--- config.mk ---
export PLATFORM = sky130hd
export DESIGN_NAME = multicycle_adder
export DESIGN_NICKNAME = d
export VERILOG_FILES = /design/src/rtl/multicycle_adder.sv
export SDC_FILE = /design/constraint.sdc
export NUM_CORES = 1
export LEC_CHECK = 0
export ABC_AREA = 1
export CORE_AREA = 5 5 90 92
export DETAILED_ROUTE_END_ITERATION = 12
export DIE_AREA = 0 0 95 97
export GPL_ROUTABILITY_DRIVEN = 0
export MAX_ROUTING_LAYER = met4
export PLACE_DENSITY = 0.71
export SLEW_MARGIN = 20
export SYNTH_ARGS = -nofsm -noshare
export SYNTH_HDL_FRONTEND = slang
export SYNTH_SLANG_ARGS = --single-unit
--- constraint.sdc ---
create_clock -name clock -period 3 [get_ports clock]
set_clock_uncertainty 0.2 [all_clocks]
set_input_delay 0.6 -clock clock [delete_from_list [all_inputs] [get_ports clock]]
set_output_delay 0.6 -clock clock [all_outputs]
set_load 0.005 [all_outputs]
--- src/rtl/multicycle_adder.sv ---
// Multi-cycle add/subtract unit: one CHUNK-bit ripple slice reused WIDTH/CHUNK times,
// LSB chunk first, with a registered carry between chunks and a start/busy/done handshake.
module multicycle_adder #(
    parameter int WIDTH = 16,
    parameter int CHUNK = 4
) (
    input  logic             clock,
    input  logic             reset_n,
    input  logic             start,
    input  logic             sub,
    input  logic             cin,
    input  logic [WIDTH-1:0] a,
    input  logic [WIDTH-1:0] b,
    output logic             busy,
    output logic             done,
    output logic [WIDTH-1:0] sum,
    output logic             cout,
    output logic             overflow
);

    localparam int N  = WIDTH / CHUNK;
    localparam int KW = (N > 1) ? $clog2(N) : 1;

    typedef enum logic [1:0] {
        S_IDLE,
        S_RUN,
        S_DONE
    } state_t;

    state_t           r_state;
    state_t           w_state_next;
    logic [WIDTH-1:0] r_a;
    logic [WIDTH-1:0] r_b;
    logic [WIDTH-1:0] r_res;
    logic [WIDTH-1:0] r_sum;
    logic [KW-1:0]    r_k;
    logic             r_carry;
    logic             r_cout;
    logic             r_ovf;

    logic [CHUNK-1:0] w_a_chunk;
    logic [CHUNK-1:0] w_b_chunk;
    logic [CHUNK:0]   w_chunk_sum;
    logic [WIDTH-1:0] w_res_next;
    logic             w_last;
    logic             w_accept;
    logic             w_msb_carry;

    assign w_accept = start && (r_state != S_RUN);
    assign w_last   = (r_k == KW'(N - 1));

    // NOTE: every always_comb output gets a default first so no path leaves it unassigned (no latch).
    always_comb begin
        w_a_chunk  = '0;
        w_b_chunk  = '0;
        w_res_next = r_res;
        for (int j = 0; j < N; j++) begin
            if (r_k == KW'(j)) begin
                w_a_chunk = r_a[j*CHUNK +: CHUNK];
                w_b_chunk = r_b[j*CHUNK +: CHUNK];
            end
        end
        w_chunk_sum = {1'b0, w_a_chunk} + {1'b0, w_b_chunk} + {{CHUNK{1'b0}}, r_carry};
        for (int j = 0; j < N; j++) begin
            if (r_k == KW'(j)) begin
                w_res_next[j*CHUNK +: CHUNK] = w_chunk_sum[CHUNK-1:0];
            end
        end
    end

    // Carry into the top bit of the slice, recovered from that bit's sum and operands.
    assign w_msb_carry = w_a_chunk[CHUNK-1] ^ w_b_chunk[CHUNK-1] ^ w_chunk_sum[CHUNK-1];

    always_comb begin
        w_state_next = r_state;
        case (r_state)
            S_IDLE:  if (start) w_state_next = S_RUN;
            S_RUN:   if (w_last) w_state_next = S_DONE;
            S_DONE:  w_state_next = start ? S_RUN : S_IDLE;
            default: w_state_next = S_IDLE;
        endcase
    end

    // NOTE: sequential state uses non-blocking assignments so every register samples pre-edge values.
    always_ff @(posedge clock) begin
        if (!reset_n) r_state <= S_IDLE;
        else          r_state <= w_state_next;
    end

    always_ff @(posedge clock) begin
        if (!reset_n) begin
            r_a     <= '0;
            r_b     <= '0;
            r_res   <= '0;
            r_sum   <= '0;
            r_k     <= '0;
            r_carry <= 1'b0;
            r_cout  <= 1'b0;
            r_ovf   <= 1'b0;
        end else if (w_accept) begin
            r_a     <= a;
            r_b     <= sub ? ~b : b;
            r_carry <= cin ^ sub;
            r_k     <= '0;
            r_res   <= '0;
        end else if (r_state == S_RUN) begin
            r_res   <= w_res_next;
            r_carry <= w_chunk_sum[CHUNK];
            r_k     <= r_k + KW'(1);
            if (w_last) begin
                r_sum  <= w_res_next;
                r_cout <= w_chunk_sum[CHUNK];
                r_ovf  <= w_msb_carry ^ w_chunk_sum[CHUNK];
            end
        end
    end

    assign busy     = (r_state == S_RUN);
    assign done     = (r_state == S_DONE);
    assign sum      = r_sum;
    assign cout     = r_cout;
    assign overflow = r_ovf;

endmodule

==> flow_metrics.py <==
metrics = {
    "drt": {
        "wirelength_um": 7405,
        "drcViolationCount": 0,
        "routed_via_density": 4.976,
        "wl_per_cell_um": 12.88,
        "vias": 2861,
        "ant_nets": 0,
        "drt_iter0_markers": 128,
        "first_pass_iters": 4,
    },
    "critical_path": {
        "critPathArrivalTime_ps": 2860,
        "endpoint_kind": "flip-flop",
        "critPathLaunchType": "flip-flop",
        "crit_family": "adder cells",
        "r2r_start": "r_k[0]",
        "path_class": "reg2reg",
        "cpMostUsedCell": "inv_1",
        "worstPathMaxFanout": 6,
        "worst-path-buf-inv": 5,
        "required_ps": 3050,
        "ff2ff_setup_slack_ps": 190,
        "slowest_stage": "fa_2",
        "crit_chain": "inv_1, ha_2, a21oi_1, o31ai_1, o21ai_0, fa_2, inv_1, fa_2, inv_1, o21ai_1, inv_1, a21oi_1, o21ai_1, inv_1",
        "rr_worst_depth": 14,
        "r2r-end": "sum[9]",
        "cp_slowest_stage_delay_ps": 450,
    },
    "power": {
        "power.leakage_nw": 1.677,
        "sw_frac_of_total_pct": 28.06,
        "power_density_nw_per_um2": 490.7,
        "internal_power_mw": 1.402,
        "vdd_drop_max_v": 0.0002490,
        "p_sw_uw": 546.7,
        "pwr-share-clk_pct": 32.9,
        "sequentialPowerShare_pct": 49.4,
        "pwr-share-comb_pct": 17.8,
    },
    "timing": {
        "fmax_mhz": 355.8,
        "finalHoldViolCount": 0,
        "worst_pin_slew_ps": 651.4,
        "slew_viol_final": 0,
        "setup_viol": 0,
        "period_share_pct": 93.69,
        "timing.final.crit_period_ps": 2811,
        "rsz0062_at_grt": "false",
        "slew_headroom_pct": 56.44,
        "fin_tns_setup_ps": 0,
    },
    "cts": {
        "tritoncts": "yes",
        "clk_pin_slew_worst_paths_ps": 70,
        "clock-sinks": 67,
        "numCtsBuffers": 9,
        "clock_latency_ps": 350,
        "hold_buffers": 0,
        "root_buffer": "clkbuf_8",
        "h-tree-depth": 3,
        "ctsLongestPathBuffers": 2,
    },
    "worst_hold_path": {
        "holdPathStages": 2,
        "worstHoldEndpoint": "r_b[15]",
        "hold_class": "reg2reg",
        "hp-start": "r_b[15]",
    },
    "synth": {
        "synth-edff-count": 0,
        "ys_warn_count": 0,
        "ys_seq_area_share_pct": 43.03,
        "yosys.area.top_type": "dfxtp_1",
        "synth.most_common_cell": "dfxtp_1",
        "netlist_instances": 416,
        "avgSynthCellArea_sq_um": 7.492,
        "synthTopCellsByArea": "dfxtp_1 (43%), o21ai_0 (10%), a21oi_1 (6.3%)",
        "syn_nets": 462,
        "syn_area_sq_um": 3117,
        "async_reset_ff_share_pct": 0,
        "synth_seq_cells": 67,
        "synth_flop_cell": "dfxtp_1",
        "netlist.area_leader.share_pct": 43.03,
        "synth_cell_types": 29,
        "synth_common_cells": "dfxtp_1 (67), o21ai_0 (65), nor2_1 (49)",
    },
    "grt": {
        "grt_overflow": 0,
        "grt_max_degree": 25,
        "grtUsageTotal_pct": 17.40,
        "antenna_found_initial": 0,
        "first_global_vias": 2695,
        "grt_pass1_wl_um": 12330,
    },
    "final_layout": {
        "diodes": 0,
        "filler_cell_count": 699,
        "multi_input_area_sq_um": 1491,
        "nets": 518,
        "final_area_sq_um": 3971,
        "drive_gt1_share_pct": 9.244,
        "seq_area_sq_um": 1343,
        "area_growth_pct": 27.42,
    },
    "floorplanning": {
        "start_util_pct": 43.67,
        "die_w_um": 95,
        "core-area_sq_um": 7137,
        "die_area_sq_um": 9215,
        "core.rowCount": 31,
        "ioPinCount": 57,
        "die_h_um": 97,
    },
    "placement": {
        "hpwl_um": 5556,
        "place_area_sq_um": 3764,
        "port_buffers": 56,
    },
    "job": {
        "drv_cap": 0,
    },
    "status": {
        "status": "finished, final reports clean",
    },
}
## routing by layer
layer,up-vias,track usage (%),wire (um)
li1,1465,-,-
met1,1306,21.73,3503
met2,79,26.90,3352
met3,11,3.181,423
met4,0,8.324,126
met5,-,-,0
## stage by stage
stage	utilization, %	std cells	hold slack [ps]	power [mW]	setup WS (ps)
finish	55.65	575	266.6	1.949	189.3
global route	55.65	575	289.4	2.050	3.794
CTS	54.98	574	269.6	1.949	10.44
detailed placement	52.73	559	257.1	1.317	25.11
global placement	52.73	559	254.8	1.306	179.1
floorplan	-	416	224.7	1.201	123.3
## power groups by stage
stage,registers (mW),logic [mW],clock network [mW]
2_1_floorplan,0.974,0.226,0
3_3_place_gp,0.980,0.326,0
3_5_place_dp,0.981,0.335,0
4_1_cts,0.961,0.336,0.652
5_1_grt,0.966,0.393,0.692
6_report,0.962,0.346,0.640
## cells in the final DEF, fill, tap and decap left out, types with 4 or more instances in the layout
cell	synthesis	final
dfxtp_1	67	66
o21ai_0	65	62
clkdlybuf4s50_1	0	56
nor2_1	49	49
nand2_1	47	46
inv_1	45	45
a21oi_1	39	39
nand3_1	23	23
buf_4	3	12
clkbuf_8	0	10
o22ai_1	9	9
xnor2_1	9	9
xor2_1	9	8
inv_2	5	6
o21a_1	5	5
ha_1	7	5
o21ai_1	1	4
## registers in the layout, summed over array words and instances (netlist names)
| signal | flops |
|---|---|
| r_b | 16 |
| r_a | 16 |
| r_carry | 1 |
| r_res | 12 |
| r_state | 2 |
| overflow | 1 |
| r_k | 2 |
| cout | 1 |
| sum | 16 |
## worst min-delay path, cell delays in order (launching register included)
cell	delay [ps]
dfxtp_1	300
inv_1	60
a21oi_1	60
## repair_timing
| action | 4_1_cts | 5_1_grt |
|---|---|---|
| gates resized for setup | 0 | 14 |
| endpoints found under the setup margin | 0 | 20 |
| buffers inserted | 0 | 1 |
## worst max-delay path by stage
stage,start,slack (ps),cells after the start,to
3_5_place_dp,r_k[1],30,14,r_res[6]
6_report,r_k[0],190,14,sum[9]
4_1_cts,r_k[1],10,14,r_res[6]
2_1_floorplan,r_k[0],120,15,sum[9]
5_1_grt,r_k[0],4,14,sum[9]
3_3_place_gp,r_k[1],180,14,r_res[10]
## area by class of cell
type                            instances  share of cell area [%]
Clock buffer                           12                   3.655
Clock inverter                          3                  0.3781
Inverter                               51                   4.820
Multi-Input combinational cell        274                   37.56
Sequential cell                        67                   33.81
Tap cell                               99                   3.119
Timing Repair Buffer                   69                   16.67
## kinds of logic (layout without fill, tap and decap cells)
family / after synthesis / count (layout) / share of synthesized area (%)
simple gates: 125 / 125 / 16.98
compound gates: 122 / 122 / 20.59
buf+inv: 75 / 135 / 10.24
flops: 67 / 67 / 43.04
xor+xnor: 18 / 18 / 5.058
fa+ha+maj: 9 / 9 / 4.095
(Power assumes the default switching activity.)
